<file path="src/rtl/out_channel.sv">
// out_channel: circular output FIFO with ACTIVE/DRAIN/DONE end-of-program tracking.
// Latency: push to readValid is 1 cycle (show-ahead head word, no write bypass).
// Backpressure: readReady stalls pops; a write into a full buffer with no pop is dropped and sets sticky overflow.
// Optional feature: define OUT_CHANNEL_CHECKSUM_EN to enable the running checksum of popped words.
module out_channel #(
  parameter int MemoryElementWidth = 12,
  parameter int NOut               = 16
) (
  input  logic                          clock,
  input  logic                          reset,
  input  logic                          outWrite,
  input  logic [MemoryElementWidth-1:0] outData,
  input  logic                          finished,
  output logic                          outFull,
  output logic                          readValid,
  input  logic                          readReady,
  output logic [MemoryElementWidth-1:0] readData,
  output logic [$clog2(NOut+1)-1:0]     count,
  output logic                          overflow,
  output logic                          drained,
  output logic [MemoryElementWidth-1:0] checksum
);

  localparam int W  = MemoryElementWidth;
  localparam int PW = (NOut > 1) ? $clog2(NOut) : 1;
  localparam int CW = $clog2(NOut + 1);

  typedef enum logic [1:0] {
    ACTIVE = 2'd0,
    DRAIN  = 2'd1,
    DONE   = 2'd2
  } state_t;

  logic [W-1:0]  mem [NOut];

  state_t        state_q, state_d;
  logic [PW-1:0] wr_ptr_q, wr_ptr_d;
  logic [PW-1:0] rd_ptr_q, rd_ptr_d;
  logic [CW-1:0] count_q, count_d;
  logic          overflow_q, overflow_d;
  logic          drained_q, drained_d;

  logic          push;
  logic          pop;
  logic          full;
  logic          not_empty;

  assign not_empty = (count_q != '0);
  assign full      = (count_q == CW'(NOut));
  assign pop       = not_empty && readReady;
  assign push      = outWrite && (state_q != DONE) && (!full || pop);

  assign outFull   = full;
  assign readValid = not_empty;
  // Storage is not cleared on reset, so mask the head word while empty.
  assign readData  = not_empty ? mem[rd_ptr_q] : '0;
  assign count     = count_q;
  assign overflow  = overflow_q;
  assign drained   = drained_q;

  // Next-state for pointers, occupancy, sticky flags and the end-of-program FSM.
  always_comb begin
    wr_ptr_d   = wr_ptr_q;
    rd_ptr_d   = rd_ptr_q;
    count_d    = count_q;
    overflow_d = overflow_q;
    drained_d  = drained_q;
    state_d    = state_q;

    if (push) begin
      wr_ptr_d = (wr_ptr_q == PW'(NOut - 1)) ? '0 : wr_ptr_q + 1'b1;
    end
    if (pop) begin
      rd_ptr_d = (rd_ptr_q == PW'(NOut - 1)) ? '0 : rd_ptr_q + 1'b1;
    end
    count_d = count_q + CW'(push) - CW'(pop);

    // Words refused while DONE are intentional discards, not overflow.
    if (outWrite && (state_q != DONE) && full && !pop) begin
      overflow_d = 1'b1;
    end

    case (state_q)
      ACTIVE: begin
        if (finished) begin
          state_d = (count_q == '0 && !outWrite) ? DONE : DRAIN;
        end
      end
      // finished is no longer looked at; DONE is reached the edge the buffer empties.
      DRAIN: begin
        if (count_d == '0 && !push) begin
          state_d = DONE;
        end
      end
      DONE:    state_d = DONE;
      default: state_d = ACTIVE;
    endcase

    if (state_d == DONE) begin
      drained_d = 1'b1;
    end
  end

  // Control state registers, cleared asynchronously.
  always_ff @(posedge clock or negedge reset) begin
    if (!reset) begin
      state_q    <= ACTIVE;
      wr_ptr_q   <= '0;
      rd_ptr_q   <= '0;
      count_q    <= '0;
      overflow_q <= 1'b0;
      drained_q  <= 1'b0;
    end else begin
      state_q    <= state_d;
      wr_ptr_q   <= wr_ptr_d;
      rd_ptr_q   <= rd_ptr_d;
      count_q    <= count_d;
      overflow_q <= overflow_d;
      drained_q  <= drained_d;
    end
  end

  // Word storage; contents survive reset, occupancy tracking makes them invisible.
  always_ff @(posedge clock) begin
    if (push) begin
      mem[wr_ptr_q] <= outData;
    end
  end

`ifdef OUT_CHANNEL_CHECKSUM_EN
  logic [W-1:0] checksum_q, checksum_d;

  // Accumulate each popped word, wrapping at the word width.
  always_comb begin
    checksum_d = checksum_q;
    if (pop) begin
      checksum_d = checksum_q + readData;
    end
  end

  // Checksum register, visible the cycle after the pop.
  always_ff @(posedge clock or negedge reset) begin
    if (!reset) begin
      checksum_q <= '0;
    end else begin
      checksum_q <= checksum_d;
    end
  end

  assign checksum = checksum_q;
`else
  assign checksum = '0;
`endif

endmodule

</file>
<file path="config.mk">
export PLATFORM = sky130hd
export DESIGN_NAME = out_channel
export DESIGN_NICKNAME = d
export VERILOG_FILES = /design/src/rtl/out_channel.sv
export SDC_FILE = /design/constraint.sdc
export NUM_CORES = 1
export LEC_CHECK = 0
export BUFFER_PORTS_ARGS = -buffer_cell sky130_fd_sc_hd__buf_2
export CORE_MARGIN = 3
export CORE_UTILIZATION = 60
export CTS_BUF_LIST = sky130_fd_sc_hd__clkbuf_4 sky130_fd_sc_hd__clkbuf_8 sky130_fd_sc_hd__clkbuf_16
export CTS_CLUSTER_SIZE = 12
export DETAILED_ROUTE_END_ITERATION = 16
export PLACE_DENSITY = 0.77
export SETUP_SLACK_MARGIN = 0.1
export SYNTH_ARGS = -nofsm -noshare
export SYNTH_HDL_FRONTEND = slang
export SYNTH_SLANG_ARGS = --single-unit
</file>
<file path="constraint.sdc">
create_clock -name clock -period 3.9 [get_ports clock]
set_input_delay 0.78 -clock clock [delete_from_list [all_inputs] [get_ports clock]]
set_output_delay 0.78 -clock clock [all_outputs]
set_load 0.02 [all_outputs]
</file>
; ---- Yosys cells after proc, flatten, opt, wreduce, memory -nomap -nowiden
; Memories as Yosys holds them, arrays and structs flattened.
; Index checks and enable logic that the tools add are counted.
; Widths: inputs -> output; s select.
[classes]
add_sub_neg = 4
n_eq_ne = 7
mux = 9
reduce_logical = 16
[ops]
columns = operator, n
row1 = $mux 12, 1
row2 = $logic_not 5->1, 2
row3 = $add 4x1->4 const B, 2
row4 = $eq 4x4->1 const B, 2
row5 = $mux 4, 2
row6 = $logic_and 1x1->1, 7
row7 = $mux 2, 3
row8 = $pmux 2 s3, 1
row9 = $add 5x1->5, 1
row10 = $eq 5x5->1 const B, 1
row11 = $reduce_bool 5->1, 1
row12 = $sub 5x1->5, 1
row13 = $eq 2x2->1 const B, 2
row14 = $logic_not 1->1, 4
row15 = $eq 2x1->1 const B, 1
row16 = $logic_not 2->1, 1
row17 = $mux 1, 2
row18 = $ne 2x2->1 const B, 1
row19 = $logic_or 1x1->1, 1
[word_totals]
reg_bits = 17
ramBits = 192
output_inout_bits = 33
elab_cells = 43
n_memories = 1
[memory_table]
columns = memory, words, word_bits, rd, rd_ports_with_merged_regs, write_ports, line_no
row1 = mem, 16, 12, 1, 0, 1, 34  ; logic [W-1:0] mem [NOut];

; ---- Depth between registers and ports, before layout
; Gate-level depths: netlist of the first run.
[logic_depth]
ltp_word = 11
mapped_depth = 15

; ---- Worst setup path before layout of the first run
; Ideal clock, no wire load.
[synth_timing]
path_kind = register to register
from = reg count_q[3] (netlist: count[3])
to = reg drained_q (netlist: drained)
setup_time_ps = 76
arrival_time_ps = 3404
required_time_ps = 3824
slack_ps = 419
stages_incl_launch_ff = 15
n_path_buf = 2
path_cell_list = dfrtp_1 -> inv_1 -> ha_1 -> or4b_4 -> buf_6 -> and2_4 -> buf_6 -> nand2_1 -> o21ai_0 -> ha_1 -> fa_1 -> xor2_1 -> or3_1 -> or4_1 -> o21ai_1
[synth_via]
elab_chain_cells = 11
elab_cells_between_ends = 18
classes_between = add/sub: 2 / eq/ne: 2 / mux: 4 / reduce/logical: 10
[synth_lines]
columns = item, line_no
row1 = from (decl), 39  ; logic [CW-1:0] count_q, count_d;
row2 = from (signal assigned), 117  ; count_q <= count_d;
row3 = $reduce_bool 5->1 (*), 48  ; assign not_empty = (count_q != '0);
row4 = via readValid, 15  ; output logic readValid,
row5 = $logic_and 1x1->1 (*), 50  ; assign pop = not_empty && readReady;
row6 = $logic_or 1x1->1, 51  ; assign push = outWrite && (state_q != DONE) && (!full || pop);
row7 = $logic_and 1x1->1, 51
row8 = $add 5x1->5, 76  ; count_d = count_q + CW'(push) - CW'(pop);
row9 = $sub 5x1->5 (*), 76
row10 = via count_d[2], 39
row11 = $logic_not 5->1 (*), 91  ; if (count_d == '0 && !push) begin
row12 = $logic_and 1x1->1 (*), 91
row13 = $mux 2 (*), 91
row14 = $pmux 2 s3 (*), 83  ; case (state_q)
row15 = $eq 2x2->1 (*), 99  ; if (state_d == DONE) begin
row16 = to (signal assigned), 119  ; drained_q <= drained_d;
row17 = to (decl), 41  ; logic drained_q, drained_d;
; Mark *: on every way through the listed nets, which the timed path passes. The rest lies on a longest branch.
; A chain may end at the register's enable or synchronous reset.

; ---- Worst setup path in the final report of the first run
[layout_timing]
from = reg count_q[2] (netlist: count[2])
to = out readData[0]
[layout_via]
elab_chain_cells = 2
[layout_lines]
columns = item, line_no
row1 = $reduce_bool 5->1, 48
row2 = $mux 12, 56  ; assign readData = not_empty ? mem[rd_ptr_q] : '0;
row3 = to (decl), 17  ; output logic [MemoryElementWidth-1:0] readData,
; No other way between the ends.

==> results, run 1 <==
- CTS built an H-tree with a depth of 1.
- The longest clock path from root to sink contains 3 buffers.
- The initial standard-cell utilization of the core is a little over three fifths.
- The routed design could run at a clock period as short as between 3000 and 4000 ps.
- The later pin in the worst-skew pair is clocked with a latency of a little under 500 ps.
- The number of global-route vias before repair is 4277.
- Each instance of the synthesized netlist takes up on average 20.2 um2.
- After Yosys synthesis, full adders, half adders and majority gates account for 1.72% of the synthesized area.
- Entering global routing, the biggest net connects 36 pins.
- The post-cts hold buffer count is 0.
- During synthesis, Yosys emitted a total of 0 warnings.
- The number of hold-slack violations in the final timing report is 0.
- The total power divided by cell area is 748 nW/um2.
- Pin placement for this block handled 50 I/O pins.
- The first TritonRoute pass finished after 4 iterations.
- STA classifies the critical path endpoint as a primary output.
- The via density per instance is 6.29.
- Setup violations remaining at the end of the flow were counted as 0.
- The detailed-route via count is 4052.
- VDD sags by at most 0.732 mV.
- The synthesized netlist cell count is 418.
- Setup repair after global routing left no endpoint under its margin.
- Gates resized during post-CTS repair numbered 0.
- The core area is 13500 um2.
- The sequential cells in the finished layout cover a total of between 6000 and 7000 um2.
- The worst hold slack after final layout is 213 ps.
- The die covers 15500 um2.
- The flop and latch count out of synthesis is 209.
- After detailed routing, the total wire length is approximately 17 mm.
- Multiplexer cells account for 16.0% of the synthesized area.
- The wire length per cell after detailed routing is 26.0 um.
- The number of port buffers is 37.
- The worst-margin pin slew is 987 ps.
- Derived from the worst setup path, the maximum achievable clock frequency is 275 MHz.
- The required time at the endpoint of the critical path is 3120 ps.
- The run finished with clean final reports.
- The die is 125 um wide.
- After detailed routing, the number of remaining DRC violations is 0.
- In this run, synthesis inferred 192 flip-flops with an integrated enable.
- The cell taking the most area after synthesis is edfxtp_1.
- Routability-driven placement finished with a final weighted congestion of 0.793.
- The final period utilization is between 90 and 100%.
- After clock tree synthesis, the clock-pin slew on the worst setup and hold paths is 60 ps.
- The fraction of the core area covered by cells at the end of the flow is 69.3%.
- Data on the critical path arrives at its endpoint at 2860 ps.
- Summed over its instances, the top area cell type makes up 68.3% of the synthesized netlist area.
- The kind of start point of the critical path is a register.
- The first global-routing pass estimated 25.9 mm of wire.
- In this run the register-to-register setup slack is roughly 330 ps.
- The number of antenna violations at the first check in global routing is 1.
- The leakage dissipation is 0.00320 uW.
- The area of combinational cells with multiple inputs is 2080 um2.
- The post-layout net count is 488.
- The critical path is of the reg -> out type.
- Global routing used 22.0% of the available tracks.
- The commonest non-fill, non-tap cell in the layout is edfxtp_1.
- The sequential area share after synthesis is around three quarters.
- The number of antenna diodes in the final layout is 0.
- The final total negative setup slack is 0 ps.
- The number of setup buffers added after CTS is 0.
- The remaining antenna violation count after routing is 0.
- The top cell types in the final layout, fill and taps aside, are edfxtp_1, mux4_2, buf_2, mux2i_1, clkbuf_16.
- The worst slew slack as a fraction of its limit is approximately a third.
- The clock root buffer master is clkbuf_16.
- After synthesis, the cell types taking the most area are edfxtp_1, mux4_2, dfrtp_1.
- On the final layout, the worst clock skew is 10.9 ps.
- The largest fanout on the critical path is 12.
- The mapped cell area is 8440 um2.
- The largest family of logic cells by synthesized area is multiplexers.
- The async set-or-reset flop fraction in the synthesized netlist is 8.13%.
- The count of routing violations after the opening detailed-route iteration is 374.
- The signed area change from the synthesized netlist to the final layout is 10.8%.
- The synthesized netlist devotes 3.45% of its cell area to simple gates.
- In this run the critical register-to-register path is captured at state_q[1].
- In the final layout, the share of cells above drive strength 1 is a little over a quarter.
- Once detailed placement completed, the half-perimeter wirelength came to 9.37 mm.
- The main flop type after synthesis is edfxtp_1.
- The clock tree from TritonCTS is done.
- The class of the tightest hold or removal check is in -> async.
- The number of max-cap violations is 0.
- The number of filler instances in the final layout is 810.
- The worst register-to-register path has a depth of 12.
- The overall power after layout is between 7000 and 8000 uW.
- After floorplanning, the core was divided into 42 placement rows.
- In this run, CTS created clock tree buffers numbering 21.
- In this run the critical register-to-register path is launched from count[2].
- The fraction of the mapped netlist area in compound gates is 2.30%.
- After Yosys synthesis, XOR and XNOR cells account for 0.622% of the synthesized area.
- The max-slew violation total from the final report is 0.
- The overall die height is 125 um.
- Yosys mapped the design onto 45 distinct sky130hd cell types.
- After global routing the overflow that remains totals 0.
- The clock net sink count is roughly 210.
## critical path: stages (launching register included)
cell and delay (ps):
dfrtp_1 400, inv_1 100, ha_1 160, or4b_4 510
or2b_1 680, o22ai_1 280, buf_2 240
## metal layers
metal  wire [um]  global-route usage [%]  vias to the layer above
met3        1300                    4.33                       32
met4         378                    5.42                        2
met5          13                       0                        -
li1            -                       -                     1745
met2        8450                    35.5                      161
met1        6610                    31.8                     2112
## final cells by class
type,instances,area share [%]
clock buffers,29,6.33
clock inverters,2,0.134
inverters,6,0.241
multi-input cells,182,22.2
flip-flops and latches,209,66.2
well taps,176,2.35
repair buffers,40,2.49
## cells in the mapped netlist, drive strengths merged, types with 2 or more instances
cell type	n
nor2b	2
mux2i	24
edfxtp	192
xor2	3
nand3	3
nand2b	2
and3	5
mux2	2
nor3	2
nor2	2
inv	6
ha	10
clkbuf	8
dfrtp	17
a21o	2
nand2	8
a21oi	4
and2	13
o21ai	9
mux4	48
o22ai	12
buf	24
xnor2	3
## worst max path at each step
| stage | startpoint | end | slack, ps | depth (start not counted) |
|---|---|---|---|---|
| after floorplan | count[3] | drained | 420 | 14 |
| after global placement | count[3] | state_q[1] | 570 | 12 |
| after detailed placement | count[2] | state_q[1] | 390 | 12 |
| after CTS | count[2] | readData[0] | 240 | 6 |
| after global routing | count[2] | state_q[1] | 190 | 12 |
| final | count[2] | readData[0] | 260 | 6 |
## sequential cells by signal (all words and copies together) (netlist names)
register and count:
mem 192, count 5, rd_ptr_q 4, wr_ptr_q 4, state_q 2, drained 1
overflow 1
## logic make-up after synthesis
| logic type | count (synthesis) |
|---|---|
| DFF | 209 |
| muxes | 74 |
| and+or+nand+nor | 47 |
| buffers and inverters | 38 |
| AOI/OAI and AO/OA | 32 |
| adders and majority gates | 11 |
| xor gates and xnor gates | 6 |
| other | 1 |
## through the flow
stage | worst slack, ps | instance area, um2 | instances
finish | 259 | 9360 | 644
global route | 185 | 9360 | 644
global placement | 574 | 8750 | 613
floorplan | 419 | 8480 | 429
CTS | 242 | 9360 | 644
detailed placement | 392 | 8750 | 613
## report_power, final
group / total, uW / internal [uW] / switching, uW
Clock: 1800 / 1050 / 756
Combinational: 2200 / 987 / 1210
Sequential: 3000 / 2730 / 268
Note: power is estimated with default switching activity, not from simulation.
==> inputs of run 2 (changes only) <==
PLACE_DENSITY = 0.82   (was 0.77)
==> run 2 against run 1 <==
Net effect:
- count of clock-buffer cells in the layout increased by 7
- worst setup slack improved by 53 ps
- sequential power about the same
- register-to-register slack improved by 50 ps
- global-route usage increased by 0.27 points
- clock skew increased by 1.4 ps
- combinational power about the same
- sequential cell count unchanged
- cell count increased by 0.93%
- total power increased by 0.91%
- routed wire length increased by 0.18%
- largest cell class unchanged
==> results, run 2 (synthesized netlist as in run 1, its figures left out) <==
- The kind of start point of the critical path is a register.
- The count of routing violations after the opening detailed-route iteration was 409 (+9.4%).
- The final cell area excluding filler cells is 9410 um2 (+0.53%).
- The remaining antenna violation count after routing is 0 (unchanged).
- The flip-flop count of the largest register after layout is 192 (unchanged).
- The number of global-route vias before repair is 4381 (+2.4%).
- The H-tree level count came to 1 (unchanged).
- The initial standard-cell utilization of the core is 62.5% (unchanged).
- The clock net sink count came to 209 (unchanged).
- In this run the worst setup path begins at count[3].
- The library cell used most frequently in the layout, excluding fill and tap cells, is edfxtp_1.
- The final total negative setup slack is 0 ps (unchanged).
- The area of combinational cells with multiple inputs is 2080 um2 (unchanged).
- The data arrival at the endpoint of the critical path is 2810 ps (-50 ps).
- The overall die height is 125 um (unchanged).
- The run finished with clean final reports.
- The count of cells resized by post-cts repair is 0 (unchanged).
- The number of buffers created by CTS is 21 (unchanged).
- The required time at the endpoint of the critical path is 3120 ps (about the same).
- The post-layout net count is 488 (unchanged).
- The number of port buffers is 37 (unchanged).
- The worst-margin pin slew was 923 ps (-64.0 ps).
- The endpoint class of the critical path is a primary output.
- The number of diodes added for antenna fixing is 0 (unchanged).
- The total global-route track usage was 22.3% (+0.27 points).
- The minimum clock period is 3590 ps (-53.0 ps).
- The x dimension of the die is 125 um (unchanged).
- Setup repair after global routing left no endpoint under its margin.
- The class of the tightest hold or removal check is in -> async.
- In this run the critical register-to-register path is captured at state_q[1].
- The via density per instance is 6.30 (about the same).
- The clock skew after layout is 12.3 ps (+1.40 ps).
- The clock input transition at the sequential cells of the worst setup and hold paths is 60 ps (about the same).
- The largest fanout on the critical path was 12 (unchanged).
- The total die area came to 15500 um2 (unchanged).
- The half-perimeter wire length of the detailed placement result is 9.72 mm (+3.8%).
- The number of failing setup endpoints in the final timing report was 0 (unchanged).
- The clock insertion delay at the later pin of the skew report came to 480 ps (about the same).
- The final non-filler cell total was 650 (+0.93%).
- The detailed-route via count is 4092 (+0.99%).
- The class of the most critical setup path is reg -> out.
- The DRC violations left is 0 (unchanged).
- The total power divided by cell area is 751 nW/um2 (+0.37%).
- The overall power after layout is 7060 uW (+0.91%).
- The total setup buffers inserted after CTS is 0 (unchanged).
- The critical register-to-register path startpoint is count[3].
- Relative to the synthesized area, the layout overhead comes to 11.4%.
- The number of buffers on the longest clock path is 3 (unchanged).
- The worst hold slack after final layout is 213 ps (+0.141 ps).
- The max-slew violation total from the final report is 0 (unchanged).
- The total placed cells including tap cells is 613 (unchanged).
- The number of antenna violations at the first check in global routing is 0 (-1).
- The setup slack of the worst register-to-register path is 380 ps (+50 ps).
- The floorplan row count is 42 (unchanged).
- The pin count of the biggest net entering global routing was 32 (-11%).
- The worst slew slack as a fraction of its limit came to 38.5% (+4.3 points).
- TritonCTS built the clock tree.
- The maximum vdd drop is 0.589 mV (-20%).
- The post-cts hold buffer count is 0 (unchanged).
- The count of pins on the block boundary is 50 (unchanged).
- The final period utilization came to 92.0% (-1.4 points).
- The first-pass GRT wire length came to 25.9 mm (+0.21%).
- The leakage dissipation was 0.00323 uW (+0.90%).
- The number of hold-slack violations in the final timing report came to 0 (unchanged).
- The count of TritonRoute iterations in the first routing pass is 4 (unchanged).
- The overflow left after global routing came to 0 (unchanged).
- In this run the clock root is driven by a clkbuf_16.
- In the layout the commonest cells are edfxtp_1, mux4_2, buf_2, mux2i_1, clkbuf_16.
- The number of cells traversed by the worst register-to-register path came to 12 (unchanged).
- The wire length per cell after detailed routing is 25.8 um (-0.75%).
- The total length of routed wires is 16.8 mm (+0.18%).
- More flip-flops sit in one register than any other, and that register is mem.
- The fraction of layout cells with a size suffix above 1 was 28.3% (+0.92 points).
- The final weighted congestion in routability-driven placement is 0.800 (+0.86%).
- The area of placed instances is 8760 um2 (+0.14%).
- The number of filler instances in the final layout was 839 (+3.6%).
- The number of max-cap violations is 0 (unchanged).
- The highest attainable clock frequency is 279 MHz (+1.5%).
- The core area is 13500 um2 (unchanged).
- The area occupied by registers was 6200 um2 (unchanged).
## run 2: metal layers
layer	global-route usage [%]	share of wire, %	up-vias
met1	28.8	38	2110
li1	-	-	1754
met5	0	0	-
met3	4.50	7.3	44
met2	37.8	52	184
met4	8.58	3.1	0
## run 2: worst max path at each step
stage                             end
after CTS                 readData[7]
final                     readData[7]
after global routing      readData[7]
after detailed placement   state_q[1]
after floorplan               drained
after global placement        drained
## run 2: power breakdown
part / switching (uW) / internal, uW / total (uW)
Clock: 751 / 1110 / 1860
Sequential: 300 / 2730 / 3030
Combinational: 1170 / 1000 / 2170
## run 2: per-stage QoR
step	utilization [%]	setup WS (ps)
floorplan	-	419
global placement	64.9	596
detailed placement	64.9	457
CTS	69.6	307
global route	69.6	228
finish	69.6	312
## run 2: cell type report
class / instances / share of cell area, %
clock buffers: 36 / 6.78
clock inverters: 1 / 0.0399
inverters: 6 / 0.239
multi-input cells: 182 / 22.1
flip-flops and latches: 209 / 65.9
well taps: 176 / 2.34
repair buffers: 40 / 2.61
## run 2: critical path: stages, from the launching register on
cell and delay (ps):
dfrtp_1 410, inv_1 100, ha_1 180, or4b_4 500, or2b_1 610, o22ai_1 280, buf_2 230
